===== config.mk =====
export PLATFORM = sky130hd
export DESIGN_NAME = uart_tx_buffer
export DESIGN_NICKNAME = d
export VERILOG_FILES = /design/src/rtl/uart_pkg.sv /design/src/rtl/uart_fifo.sv /design/src/rtl/uart_tx_buffer.sv
export SDC_FILE = /design/constraint.sdc
export NUM_CORES = 1
export LEC_CHECK = 0
export BUFFER_PORTS_ARGS = -buffer_cell sky130_fd_sc_hd__buf_2
export CAP_MARGIN = 20
export CELL_PAD_IN_SITES_DETAIL_PLACEMENT = 1
export CELL_PAD_IN_SITES_GLOBAL_PLACEMENT = 1
export CORE_ASPECT_RATIO = 0.9
export CORE_MARGIN = 8
export CORE_UTILIZATION = 46
export CTS_CLUSTER_SIZE = 20
export DETAILED_ROUTE_END_ITERATION = 12
export PLACE_DENSITY_LB_ADDON = 0.1
export SLEW_MARGIN = 5
export SYNTH_ARGS = -nofsm -noshare
export SYNTH_HDL_FRONTEND = slang
export SYNTH_SLANG_ARGS = --single-unit

===== constraint.sdc =====
create_clock -name clk -period 3.25 [get_ports clk]
set_input_delay 0.4875 -clock clk [delete_from_list [all_inputs] [get_ports clk]]
set_output_delay 0.4875 -clock clk [all_outputs]
set_load 0.005 [all_outputs]

===== src/rtl/uart_pkg.sv =====
`default_nettype none
// +-----------------------------------------------------------------------+
// | uart_pkg : shared FSM state type and default sizes for uart_tx_buffer |
// | Rev 1.0  : initial release                                            |
// +-----------------------------------------------------------------------+
package uart_pkg;

  localparam int DBIT        = 8;
  localparam int TXBUF_DEPTH = 16;

  typedef enum logic [1:0] {
    ST_IDLE  = 2'd0,
    ST_LOAD  = 2'd1,
    ST_START = 2'd2,
    ST_WAIT  = 2'd3
  } state_type;

endpackage
`default_nettype wire


===== src/rtl/uart_fifo.sv =====
`default_nettype none
// +-----------------------------------------------------------------------+
// | uart_fifo : circular byte FIFO with a single registered occupancy     |
// |             counter driving full/empty/count                          |
// | Rev 1.0   : initial release                                           |
// +-----------------------------------------------------------------------+
module uart_fifo #(
  parameter int  DBIT  = 8,
  parameter int  DEPTH = 16,
  localparam int AW    = $clog2(DEPTH)
) (
  input  logic            clk,
  input  logic            rst,
  input  logic            push,
  input  logic [DBIT-1:0] wr_data,
  input  logic            pop,
  output logic [DBIT-1:0] rd_data,
  output logic            full,
  output logic            empty,
  output logic [AW:0]     count
);
  import uart_pkg::*;

  logic [DBIT-1:0] r_mem [DEPTH];
  logic [AW-1:0]   r_wr_ptr;
  logic [AW-1:0]   r_rd_ptr;
  logic [AW:0]     r_count;
  logic            w_do_push;
  logic            w_do_pop;

  // A write into a full FIFO is refused even if a pop lands in the same cycle.
  assign w_do_push = push & ~full;
  assign w_do_pop  = pop & ~empty;

  always_ff @(posedge clk) begin
    if (rst) begin
      r_wr_ptr <= '0;
      r_rd_ptr <= '0;
      r_count  <= '0;
    end else begin
      if (w_do_push) r_wr_ptr <= r_wr_ptr + AW'(1);
      if (w_do_pop)  r_rd_ptr <= r_rd_ptr + AW'(1);
      case ({w_do_push, w_do_pop})
        2'b10:   r_count <= r_count + (AW+1)'(1);
        2'b01:   r_count <= r_count - (AW+1)'(1);
        default: r_count <= r_count;
      endcase
    end
  end

  // Storage carries no reset; the pointers alone define valid contents.
  always_ff @(posedge clk) begin
    if (w_do_push) r_mem[r_wr_ptr] <= wr_data;
  end

  assign rd_data = r_mem[r_rd_ptr];
  assign full    = (r_count == (AW+1)'(DEPTH));
  assign empty   = (r_count == '0);
  assign count   = r_count;

endmodule
`default_nettype wire


===== src/rtl/uart_tx_buffer.sv =====
`default_nettype none
// +-----------------------------------------------------------------------+
// | uart_tx_buffer : FIFO-fed launcher for a UART transmitter             |
// |   Optional macro UART_TXBUF_DROP_CNT_EN enables the saturating        |
// |   dropped-write counter on drop_cnt (tied to 0 otherwise).            |
// | Rev 1.0 : initial release                                             |
// +-----------------------------------------------------------------------+
module uart_tx_buffer #(
  parameter int DBIT  = uart_pkg::DBIT,
  parameter int DEPTH = uart_pkg::TXBUF_DEPTH
) (
  input  logic                   clk,
  input  logic                   rst,
  input  logic                   wr_en,
  input  logic [DBIT-1:0]        wr_data,
  output logic                   full,
  output logic                   empty,
  output logic [$clog2(DEPTH):0] count,
  output logic                   tx_start,
  output logic [DBIT-1:0]        din,
  input  logic                   tx_done_tick,
  output logic                   busy,
  output logic                   overflow,
  output logic [7:0]             drop_cnt
);
  import uart_pkg::*;

  state_type       r_state;
  logic            r_tx_start;
  logic            r_busy;
  logic            r_overflow;
  logic [DBIT-1:0] r_din;
  logic [DBIT-1:0] w_head;
  logic            w_pop;
  logic            w_drop;

  assign w_pop  = (r_state == ST_LOAD);
  assign w_drop = wr_en & full;

  uart_fifo #(
    .DBIT  (DBIT),
    .DEPTH (DEPTH)
  ) u_fifo (
    .clk     (clk),
    .rst     (rst),
    .push    (wr_en),
    .wr_data (wr_data),
    .pop     (w_pop),
    .rd_data (w_head),
    .full    (full),
    .empty   (empty),
    .count   (count)
  );

  // tx_start and busy are registered alongside the state they describe.
  always_ff @(posedge clk) begin
    if (rst) begin
      r_state    <= ST_IDLE;
      r_tx_start <= 1'b0;
      r_busy     <= 1'b0;
      r_din      <= '0;
    end else begin
      r_tx_start <= 1'b0;
      case (r_state)
        ST_IDLE: begin
          if (!empty) begin
            r_state <= ST_LOAD;
            r_busy  <= 1'b1;
          end
        end
        ST_LOAD: begin
          r_din      <= w_head;
          r_tx_start <= 1'b1;
          r_state    <= ST_START;
        end
        ST_START: r_state <= ST_WAIT;
        ST_WAIT: begin
          if (tx_done_tick) begin
            r_state <= ST_IDLE;
            r_busy  <= 1'b0;
          end
        end
        default: begin
          r_state <= ST_IDLE;
          r_busy  <= 1'b0;
        end
      endcase
    end
  end

  always_ff @(posedge clk) begin
    if (rst)         r_overflow <= 1'b0;
    else if (w_drop) r_overflow <= 1'b1;
  end

`ifdef UART_TXBUF_DROP_CNT_EN
  logic [7:0] r_drop_cnt;

  always_ff @(posedge clk) begin
    if (rst)                                r_drop_cnt <= 8'h00;
    else if (w_drop && r_drop_cnt != 8'hFF) r_drop_cnt <= r_drop_cnt + 8'h01;
  end

  assign drop_cnt = r_drop_cnt;
`else
  assign drop_cnt = 8'h00;
`endif

  assign tx_start = r_tx_start;
  assign din      = r_din;
  assign busy     = r_busy;
  assign overflow = r_overflow;

endmodule
`default_nettype wire


Word level (Yosys, flattened, before mapping)
Memory sizes are Yosys's and may differ from the RTL's. A register that Yosys moved wholly into a read port is not among the register bits.
Cells that the tools add are included.

word-level totals
  flip-flop bits (word level) = 18
  latch bits = 0
  bits in writable memories = 128
  ROM bits = 0
  input port bits = 12
  output and inout port bits = 26
  word-level logic and storage cells = 41
  memories = 1

memory list
  memory        words  bits a word  rd ports  clocked after Yosys merged registers in  write ports  RTL line         text
  u_fifo.r_mem  16     8            1         1                                        1            uart_fifo.sv:24  logic [DBIT-1:0] r_mem [DEPTH];

cells by class
  add/subtract/negate cells = 4
  multipliers = 0
  div/mod/pow operators = 0
  order comparisons = 0
  eq/ne operators = 8
  shift-type cells = 0
  muxes and demuxes = 10
  bitwise operators = 5
  reductions and logical operators = 6

operators with widths
  operator                                                             number
  5-bit one-hot mux with 2 select lines                                1
  4-bit by 1-bit adder with 4-bit output (second input constant)       2
  2-bit one-hot mux with 4 select lines                                1
  2-bit == test (second input constant)                                3
  5-bit by 1-bit adder with 5-bit output (second input constant)       1
  5-bit == test (second input constant)                                1
  5-bit logical NOT                                                    1
  1-bit two-way mux                                                    5
  5-bit by 1-bit subtractor with 5-bit output (second input constant)  1
  2-bit by 1-bit == test with 1-bit output (second input constant)     2
  2-bit two-way mux                                                    2
  2-bit != test (second input constant)                                2
  2-bit nonzero test                                                   2
  1-bit AND                                                            3
  3-bit AND reduction                                                  1
  2-bit logical NOT                                                    1
  1-bit NOT                                                            2
  1-bit one-hot mux with 2 select lines                                1
  2-bit AND reduction                                                  1

Logic depth before layout (Yosys ltp)
Gate-level depths: netlist of run 1.

  depth after elaboration = 5
  mapped depth = 12
  depth with buffers taken out = 11

Hierarchy
From an unflattened synthesis of run 1, not the netlist that was laid out.

unflattened totals
  cells, all modules = 394
  area total of the unflattened synthesis = 6516.2 µm²

by module, submodules not included
  module          times used  cells an instance  area each (µm²)  sequential area each (µm²)
  uart_fifo       1           330                5891.9           4184.0
  uart_tx_buffer  1           64                 624.3            260.2

Worst setup path before layout of run 1
Ideal clock, no wire load.

  path type = register to register
  start = register u_fifo.r_count[1], in the netlist u_fifo.count[1]
  end = register u_fifo.r_count[4], in the netlist u_fifo.count[4]
  setup time = 0.121 ns
  arrival time = 2.981 ns
  required time = 3.129 ns
  slack = 0.148 ns
  stages on the path, launching flop included = 13
  path buffers = 2
  clock period less this slack = 3.102 ns
  cell sequence = dfxtp_1 > buf_2 > or4_1 > buf_2 > o21ai_2 > inv_1 > ha_1 > xor2_1 > ha_1 > a211o_1 > a211o_1 > a31oi_1 > mux2_2

between the ends
  longest elaborated chain between the ends = 5
  elaborated cells between the ends (all ways) = 12
  those cells by class = add/sub (2); eq/ne (3); mux (1); bitwise (4); reduce/logical (2)

ends and longest elaborated chain
  item                                                                                RTL line         text
  start, declared                                                                     uart_fifo.sv:27  logic [AW:0] r_count;
  start signal, assigned                                                              uart_fifo.sv:44  2'b10: r_count <= r_count + (AW+1)'(1);
  start signal, assigned                                                              uart_fifo.sv:45  2'b01: r_count <= r_count - (AW+1)'(1);
  start signal, assigned                                                              uart_fifo.sv:46  default: r_count <= r_count;
  5-bit logical NOT (*)                                                               uart_fifo.sv:58  assign empty = (r_count == '0);
  1-bit NOT (*)                                                                       uart_fifo.sv:33  assign w_do_pop = pop & ~empty;
  1-bit AND (*)                                                                       uart_fifo.sv:33
  named net u_fifo.w_do_pop                                                           uart_fifo.sv:29  logic w_do_pop;
  2-bit by 1-bit == test with 1-bit output / 2-bit == test (equally long branches)    uart_fifo.sv:43  case ({w_do_push, w_do_pop})
  5-bit one-hot mux with 2 select lines / 2-bit nonzero test (equally long branches)  --

Mark *: on every way through the listed nets, which the timed path passes. The rest lies on a longest branch.
A chain may end at the register's enable or synchronous reset.

Worst setup path in the final report of run 1
  start = register u_fifo.r_count[0], in the netlist u_fifo.count[0]
  end = register u_fifo.r_count[4], in the netlist u_fifo.count[4]

The elaborated chain is that of the path after synthesis.

==> insert_results.sql, run 1 <==
INSERT INTO impl_metrics (metric_group, metric, value, unit) VALUES
('sta', 'relSlewSlack', '42.1', '%'),
('final_layout', 'number_of_nets_at_the_end_of_the_flow', '461', ''),
('synthesis', 'synth_async_sr_flop_share', '0', '%'),
('final_layout', 'drive_gt1_share', '26.8', '%'),
('floorplan', 'fp.dieArea', '17800', 'µm²'),
('critical_path', 'crit_start', 'u_fifo.count[0]', ''),
('sta', 'post_layout_worst_setup_margin', '0.125', 'ns'),
('clocking', 'clock_pin_slew_reported_for_the_worst_setup_and_hold_paths_after_clock_tree_synthesis', '0.06', 'ns'),
('sta', 'fin_skew', '0.00903', 'ns'),
('synthesis', 'yosys_warnings', '0', ''),
('run_status', 'outcome', 'complete, no violations', ''),
('floorplan', 'fp-row-count', '40', ''),
('floorplan', 'fp.coreArea', '13400', 'µm²'),
('clocking', 'clockBufferDepth', '2', ''),
('synthesis', 'synth.cell_area', '6340', 'µm²'),
('synthesis', 'synth-edff-count', '128', ''),
('job', 'cap_violations', '0', ''),
('final_layout', 'post_layout_instance_count_excluding_filler_cells', '616', ''),
('clocking', 'number_of_h_tree_levels', '4', ''),
('sta', 'final-max-slew-violation-count', '0', ''),
('place', 'placedCellCount', '583', ''),
('place', 'place.port_buffers', '29', ''),
('final_layout', 'mostFrequentLayoutCells', '128 x edfxtp_1, 32 x nor2_1, 29 x buf_2', ''),
('route', 'postRouteWirelength', '13.5', 'mm'),
('clocking', 'worst_skew_pair.late_latency', '0.42', 'ns'),
('sta', 'max_clock_freq', '320', 'MHz'),
('final_layout', 'syn2layout_area_growth', '14.2', '%'),
('place', 'place_worst_setup_slack', '0.0496', 'ns'),
('critical_path', 'reg2regPathDepth', '10', ''),
('floorplan', 'floorplan.io_pins', '38', ''),
('pwr', 'power.density_cell_area', '689', 'nW/µm²'),
('place', 'post-dp-hpwl', '8.97', 'mm'),
('final_layout', 'layout.cell_area.non_filler', '7240', 'µm²'),
('clocking', 'cts_tree', 'built', ''),
('route', 'drt.antenna.violating_nets', '0', ''),
('route', 'route.detailed.wl_per_inst', '21.9', 'µm'),
('route', 'drt_drc_violations_left', '0', ''),
('route', 'avgViaCountPerCell', '5.61', ''),
('pwr', 'vdd.ir_drop.worst', '379', 'µV'),
('critical_path', 'critical_path_arrival', '3.44', 'ns'),
('synthesis', 'synth_cells', '392', ''),
('clocking', 'cts_buffers', '17', ''),
('global_route', 'globalRoute.totalOverflow', '0', ''),
('hold_path', 'hold_path.startpoint', 'wr_en', ''),
('pwr', 'cellLeakagePower', '2.48', 'nW'),
('critical_path', 'worstSetupStartpointType', 'flip-flop', ''),
('hold_path', 'worstHoldEndpoint', 'overflow', ''),
('global_route', 'maximum_number_of_pins_on_one_net_before_global_route_repair', '37', ''),
('global_route', 'grt_pass1_vias', '3754', ''),
('synthesis', 'dominantRegCellSynth', 'edfxtp_1', ''),
('route', 'drtPass1Iterations', '4', ''),
('critical_path', 'cp_slowest_stage_delay', '0.58', 'ns'),
('final_layout', 'layout_commonest_cell', 'edfxtp_1', ''),
('sta', 'timing.final.setup_violations', '0', ''),
('floorplan', 'die_height', '127', 'µm'),
('critical_path', 'worstReg2RegStart', 'u_fifo.count[0]', ''),
('sta', 'tns', '0', 'ns'),
('sta', 'fin_crit', '3.13', 'ns'),
('sta', 'worst-slew-pin-transition', '0.847', 'ns'),
('synthesis', 'part_of_the_yosys_area_used_for_sequential_elements', '68.9', '%'),
('critical_path', 'rr_endpoint', 'u_fifo.count[4]', ''),
('synthesis', 'count_of_unique_library_cells_instantiated_by_yosys', '43', ''),
('place', 'globalplace.congestion', '0.776', ''),
('critical_path', 'timing.reg2reg.setup_slack', '0.12', 'ns'),
('critical_path', 'crit_path_max_fanout', '7', ''),
('critical_path', 'worst_setup_path_end_kind', 'flip-flop', ''),
('clocking', 'cts-root-buf', 'clkbuf_16', ''),
('route', 'detailroute.via_count', '3454', ''),
('global_route', 'grt_pass1_wl', '21.1', 'mm'),
('hold_path', 'whs_path_depth', '3', ''),
('hold_path', 'hold_class', 'input pin to flip-flop', '');
==> where the power goes <==
part           total, mW  internal [mW]  switching, mW
sequential          2.34           2.25         0.0884
clock               1.78           1.01          0.769
combinational      0.866          0.383          0.483
==> worst max-delay path, delay by kind of cell, from the launching register on <==
family | cells | cell delay [ns]
adder cells (fa/ha/maj) | 2 | 0.52
flip-flops | 1 | 0.38
AO/OA/AOI/OAI | 4 | 0.91
multiplexers | 1 | 0.35
XOR/XNOR | 1 | 0.18
AND/OR/NAND/NOR | 1 | 0.58
buffers and inverters | 1 | 0.08
==> registers in the layout (all words and copies together) (netlist names) <==
register,cells
u_fifo.r_wr_ptr,4
u_fifo.r_rd_ptr,4
u_fifo.r_mem,128
r_state,2
busy,1
u_fifo.count,5
tx_start,1
din,8
overflow,1
==> logic make-up (layout without fill, tap and decap cells) <==
family,count (synthesis),in the layout,share of synthesized area [%]
xor+xnor,9,9,1.24
buf+inv,38,87,3.06
simple gates,67,67,5.07
flops,154,154,68.9
fa+ha+maj,14,14,2.76
other cells,1,8,0.0592
mux,53,53,12.0
compound gates,56,56,6.91
==> synthesized netlist by cell type, types with 9 or more instances <==
master    instances  area share [%]
mux2i_1          12             1.9
buf_4            10             1.2
edfxtp_1        128              61
nor2b_1          10            0.99
a221o_1           9             1.4
inv_1             9            0.53
dfxtp_1          26             8.2
ha_1             14             2.8
mux4_2           16             5.7
nor2_1           32             1.9
o22ai_1           9            0.89
a211oi_1         10             1.2
mux2_2           25             4.4
==> area by class of cell <==
cell class | instances | area (µm²)
Tap cell | 168 | 210
Multi-Input combinational cell | 207 | 1810
Clock buffer | 21 | 460
Timing Repair Buffer | 46 | 285
Sequential cell | 154 | 4370
Fill cell | 1278 | 6180
Clock inverter | 11 | 72.6
Inverter | 9 | 33.8
==> what timing repair did <==
action                                  4_1_cts  5_1_grt
hold buffers                                  0        0
endpoints found under the setup margin        0        1
hold endpoints to repair                      0        0
buffers inserted                              0        1
resized for setup                             0        1
==> worst max-delay path by stage <==
stage,to,depth (start not counted),slack [ns]
final,u_fifo.count[4],10,0.12
after global routing,u_fifo.count[4],11,0.02
after CTS,u_fifo.count[4],10,0.03
after detailed placement,u_fifo.count[4],10,0.05
after global placement,u_fifo.count[4],10,0.16
after floorplan,u_fifo.count[4],12,0.15
==> metrics by stage <==
step / hold WS, ns / total power, mW / util, %
finish: 0.369 / 4.98 / 54.0
floorplan: 0.460 / 2.91 / -
global route: 0.376 / 5.20 / 54.0
CTS: 0.354 / 5.02 / 53.9
global placement: 0.450 / 3.20 / 49.9
detailed placement: 0.468 / 3.25 / 49.9
==> layer usage <==
metal  routed length, µm  GRT usage (%)
met2                6680           26.3
met1                6020           19.4
met5                   0              0
met3                 632           5.17
met4                 153           5.99
Note: power is estimated with default switching activity, not from simulation.
==> run 2, diff against run 1 <==
- PLACE_DENSITY: unset -> 0.84
- PLACE_DENSITY_LB_ADDON: 0.1 -> unset
==> insert_results.sql, run 2 (synthesis gave the netlist of run 1 again) <==
INSERT INTO impl_metrics (metric_group, metric, value, unit) VALUES
('run_status', 'outcome', 'complete, no violations', ''),
('sta', 'final-max-slew-violation-count', '0', ''),
('place', 'globalplace.congestion', '0.802', ''),
('final_layout', 'largest_register', 'u_fifo.r_mem', ''),
('clocking', 'clock_pin_slew_reported_for_the_worst_setup_and_hold_paths_after_clock_tree_synthesis', '0.06', 'ns'),
('place', 'place_worst_setup_slack', '0.178', 'ns'),
('final_layout', 'number_of_flip_flops_in_the_largest_register', '128', ''),
('floorplan', 'start_util', '47.2', '%'),
('sta', 'worst-slew-pin-transition', '0.917', 'ns'),
('critical_path', 'worstSetupStartpointType', 'flip-flop', ''),
('sta', 'fin_crit', '3.11', 'ns'),
('clocking', 'number_of_h_tree_levels', '4', ''),
('clocking', 'cts-root-buf', 'clkbuf_16', ''),
('route', 'postRouteWirelength', '14.4', 'mm'),
('floorplan', 'floorplan.io_pins', '38', ''),
('floorplan', 'fp.dieArea', '17800', 'µm²'),
('pwr', 'combinationalPowerShare', '16.5', '%'),
('final_layout', 'drive_gt1_share', '25.8', '%'),
('global_route', 'global_route.usage.total', '16.7', '%'),
('global_route', 'grt_pass1_wl', '22.0', 'mm'),
('global_route', 'maximum_number_of_pins_on_one_net_before_global_route_repair', '57', ''),
('global_route', 'globalRoute.totalOverflow', '0', ''),
('sta', 'relSlewSlack', '38.7', '%'),
('final_layout', 'syn2layout_area_growth', '14.5', '%'),
('critical_path', 'crit_path_max_fanout', '11', ''),
('floorplan', 'fp-row-count', '40', ''),
('route', 'detailroute.via_count', '3509', ''),
('sta', 'fin_skew', '0.0127', 'ns'),
('critical_path', 'critical_path_arrival', '3.41', 'ns'),
('sta', 'max_clock_freq', '322', 'MHz'),
('sta', 'tns', '0', 'ns'),
('route', 'drt_iter0_drc', '230', ''),
('pwr', 'seq_power_share', '45.0', '%'),
('final_layout', 'layout_commonest_cell', 'edfxtp_1', ''),
('route', 'drt_drc_violations_left', '0', ''),
('hold_path', 'hold_class', 'input pin to flip-flop', ''),
('final_layout', 'mostFrequentLayoutCells', '128 x edfxtp_1, 32 x nor2_1, 29 x buf_2', ''),
('job', 'cap_violations', '0', ''),
('final_layout', 'number_of_nets_at_the_end_of_the_flow', '455', ''),
('global_route', 'grt_pass1_vias', '3792', ''),
('pwr', 'vdd.ir_drop.worst', '408', 'µV'),
('route', 'route.detailed.wl_per_inst', '23.6', 'µm'),
('sta', 'grt_setup_unrepaired', 'false', ''),
('sta', 'final.period_utilization', '95.5', '%'),
('clocking', 'cts_hold_repair.buffers', '0', ''),
('route', 'avgViaCountPerCell', '5.75', ''),
('floorplan', 'die_height', '127', 'µm'),
('clocking', 'clockBufferDepth', '2', ''),
('pwr', 'power.internal', '3.83', 'mW'),
('clocking', 'cts_buffers', '17', ''),
('final_layout', 'antenna_cells', '0', ''),
('pwr', 'power_frac_clock', '38.5', '%'),
('sta', 'timing.final.setup_violations', '0', ''),
('pwr', 'netSwitchingPower', '1.38', 'mW'),
('sta', 'holdWs', '0.377', 'ns'),
('global_route', 'grt_antenna_before_repair', '0', ''),
('sta', 'post_layout_worst_setup_margin', '0.145', 'ns'),
('critical_path', 'timing.setup.critical_path_class', 'flip-flop to flip-flop', ''),
('route', 'drtPass1Iterations', '4', ''),
('place', 'post-dp-hpwl', '9.06', 'mm'),
('place', 'place.port_buffers', '29', ''),
('floorplan', 'fp.coreArea', '13400', 'µm²'),
('pwr', 'power.density_cell_area', '719', 'nW/µm²'),
('pwr', 'power.share.switching', '26.5', '%'),
('floorplan', 'horizontal_die_dimension', '140', 'µm'),
('clocking', 'post_cts_repair_resize_count', '0', ''),
('clocking', 'tritoncts_num_sinks', '154', ''),
('critical_path', 'cp_required', '3.56', 'ns'),
('pwr', 'cellLeakagePower', '2.48', 'nW'),
('sta', 'final-hold-violation-count', '0', ''),
('final_layout', 'seqCellArea', '4370', 'µm²'),
('clocking', 'cts_tree', 'built', ''),
('clocking', 'worst_skew_pair.late_latency', '0.43', 'ns'),
('final_layout', 'fillerInstances', '1257', ''),
('critical_path', 'worst_setup_path_end_kind', 'flip-flop', ''),
('clocking', 'post-cts-setup-buffers', '0', ''),
('final_layout', 'multiInputGateArea', '1810', 'µm²'),
('route', 'drt.antenna.violating_nets', '0', '');
run 2: layout make-up:
class                      instances  share of cell area, %
timing repair buffer              40                   3.31
sequential                       154                   60.2
tap                              168                   2.90
inverter                           9                  0.466
clock buffer                      19                   5.97
multi-input combinational        207                   24.9
clock inverter                    13                   2.28
run 2: worst paths after layout:
kind | start | endpoint | slack, ns | cells after the start
max | u_fifo.count[2] | u_fifo.count[4] | 0.14 | 10
min reg2reg | overflow | overflow | 0.48 | 2
min | wr_en | overflow | 0.38 | 3
max reg2reg | u_fifo.count[2] | u_fifo.count[4] | 0.14 | 10
run 2: per-layer routing:
layer	routed length (µm)	track usage, %	up-vias
li1	-	-	1585
met1	5910	18.8	1815
met2	7640	29.4	95
met3	671	5.55	14
met4	161	5.93	0
met5	0	0	-
run 2: power by group through the flow:
| stage | registers [mW] | clock network (mW) | logic (mW) |
|---|---|---|---|
| floorplan | 2.36 | 0 | 0.553 |
| global placement | 2.37 | 0 | 0.797 |
| detailed placement | 2.39 | 0 | 0.854 |
| CTS | 2.35 | 2.03 | 0.870 |
| global route | 2.36 | 2.11 | 0.948 |
| finish | 2.35 | 2.01 | 0.858 |
run 2: stage by stage:
step	std cells	area (µm²)	utilization, %	total power, mW
after floorplan	399	6360	-	2.91
after global placement	578	6660	49.6	3.17
after detailed placement	578	6660	49.6	3.24
after CTS	610	7250	54.1	5.25
after global routing	610	7250	54.1	5.42
final	610	7250	54.1	5.22
run 2: critical path: stages (launching register included):
cell and delay (ns):
dfxtp_1 0.42, or4_1 0.56, o21ai_2 0.16, inv_1 0.08, ha_1 0.29, xor2_1 0.18
ha_1 0.23, a211o_1 0.28, a211o_1 0.30, a31oi_1 0.15, mux2_2 0.35
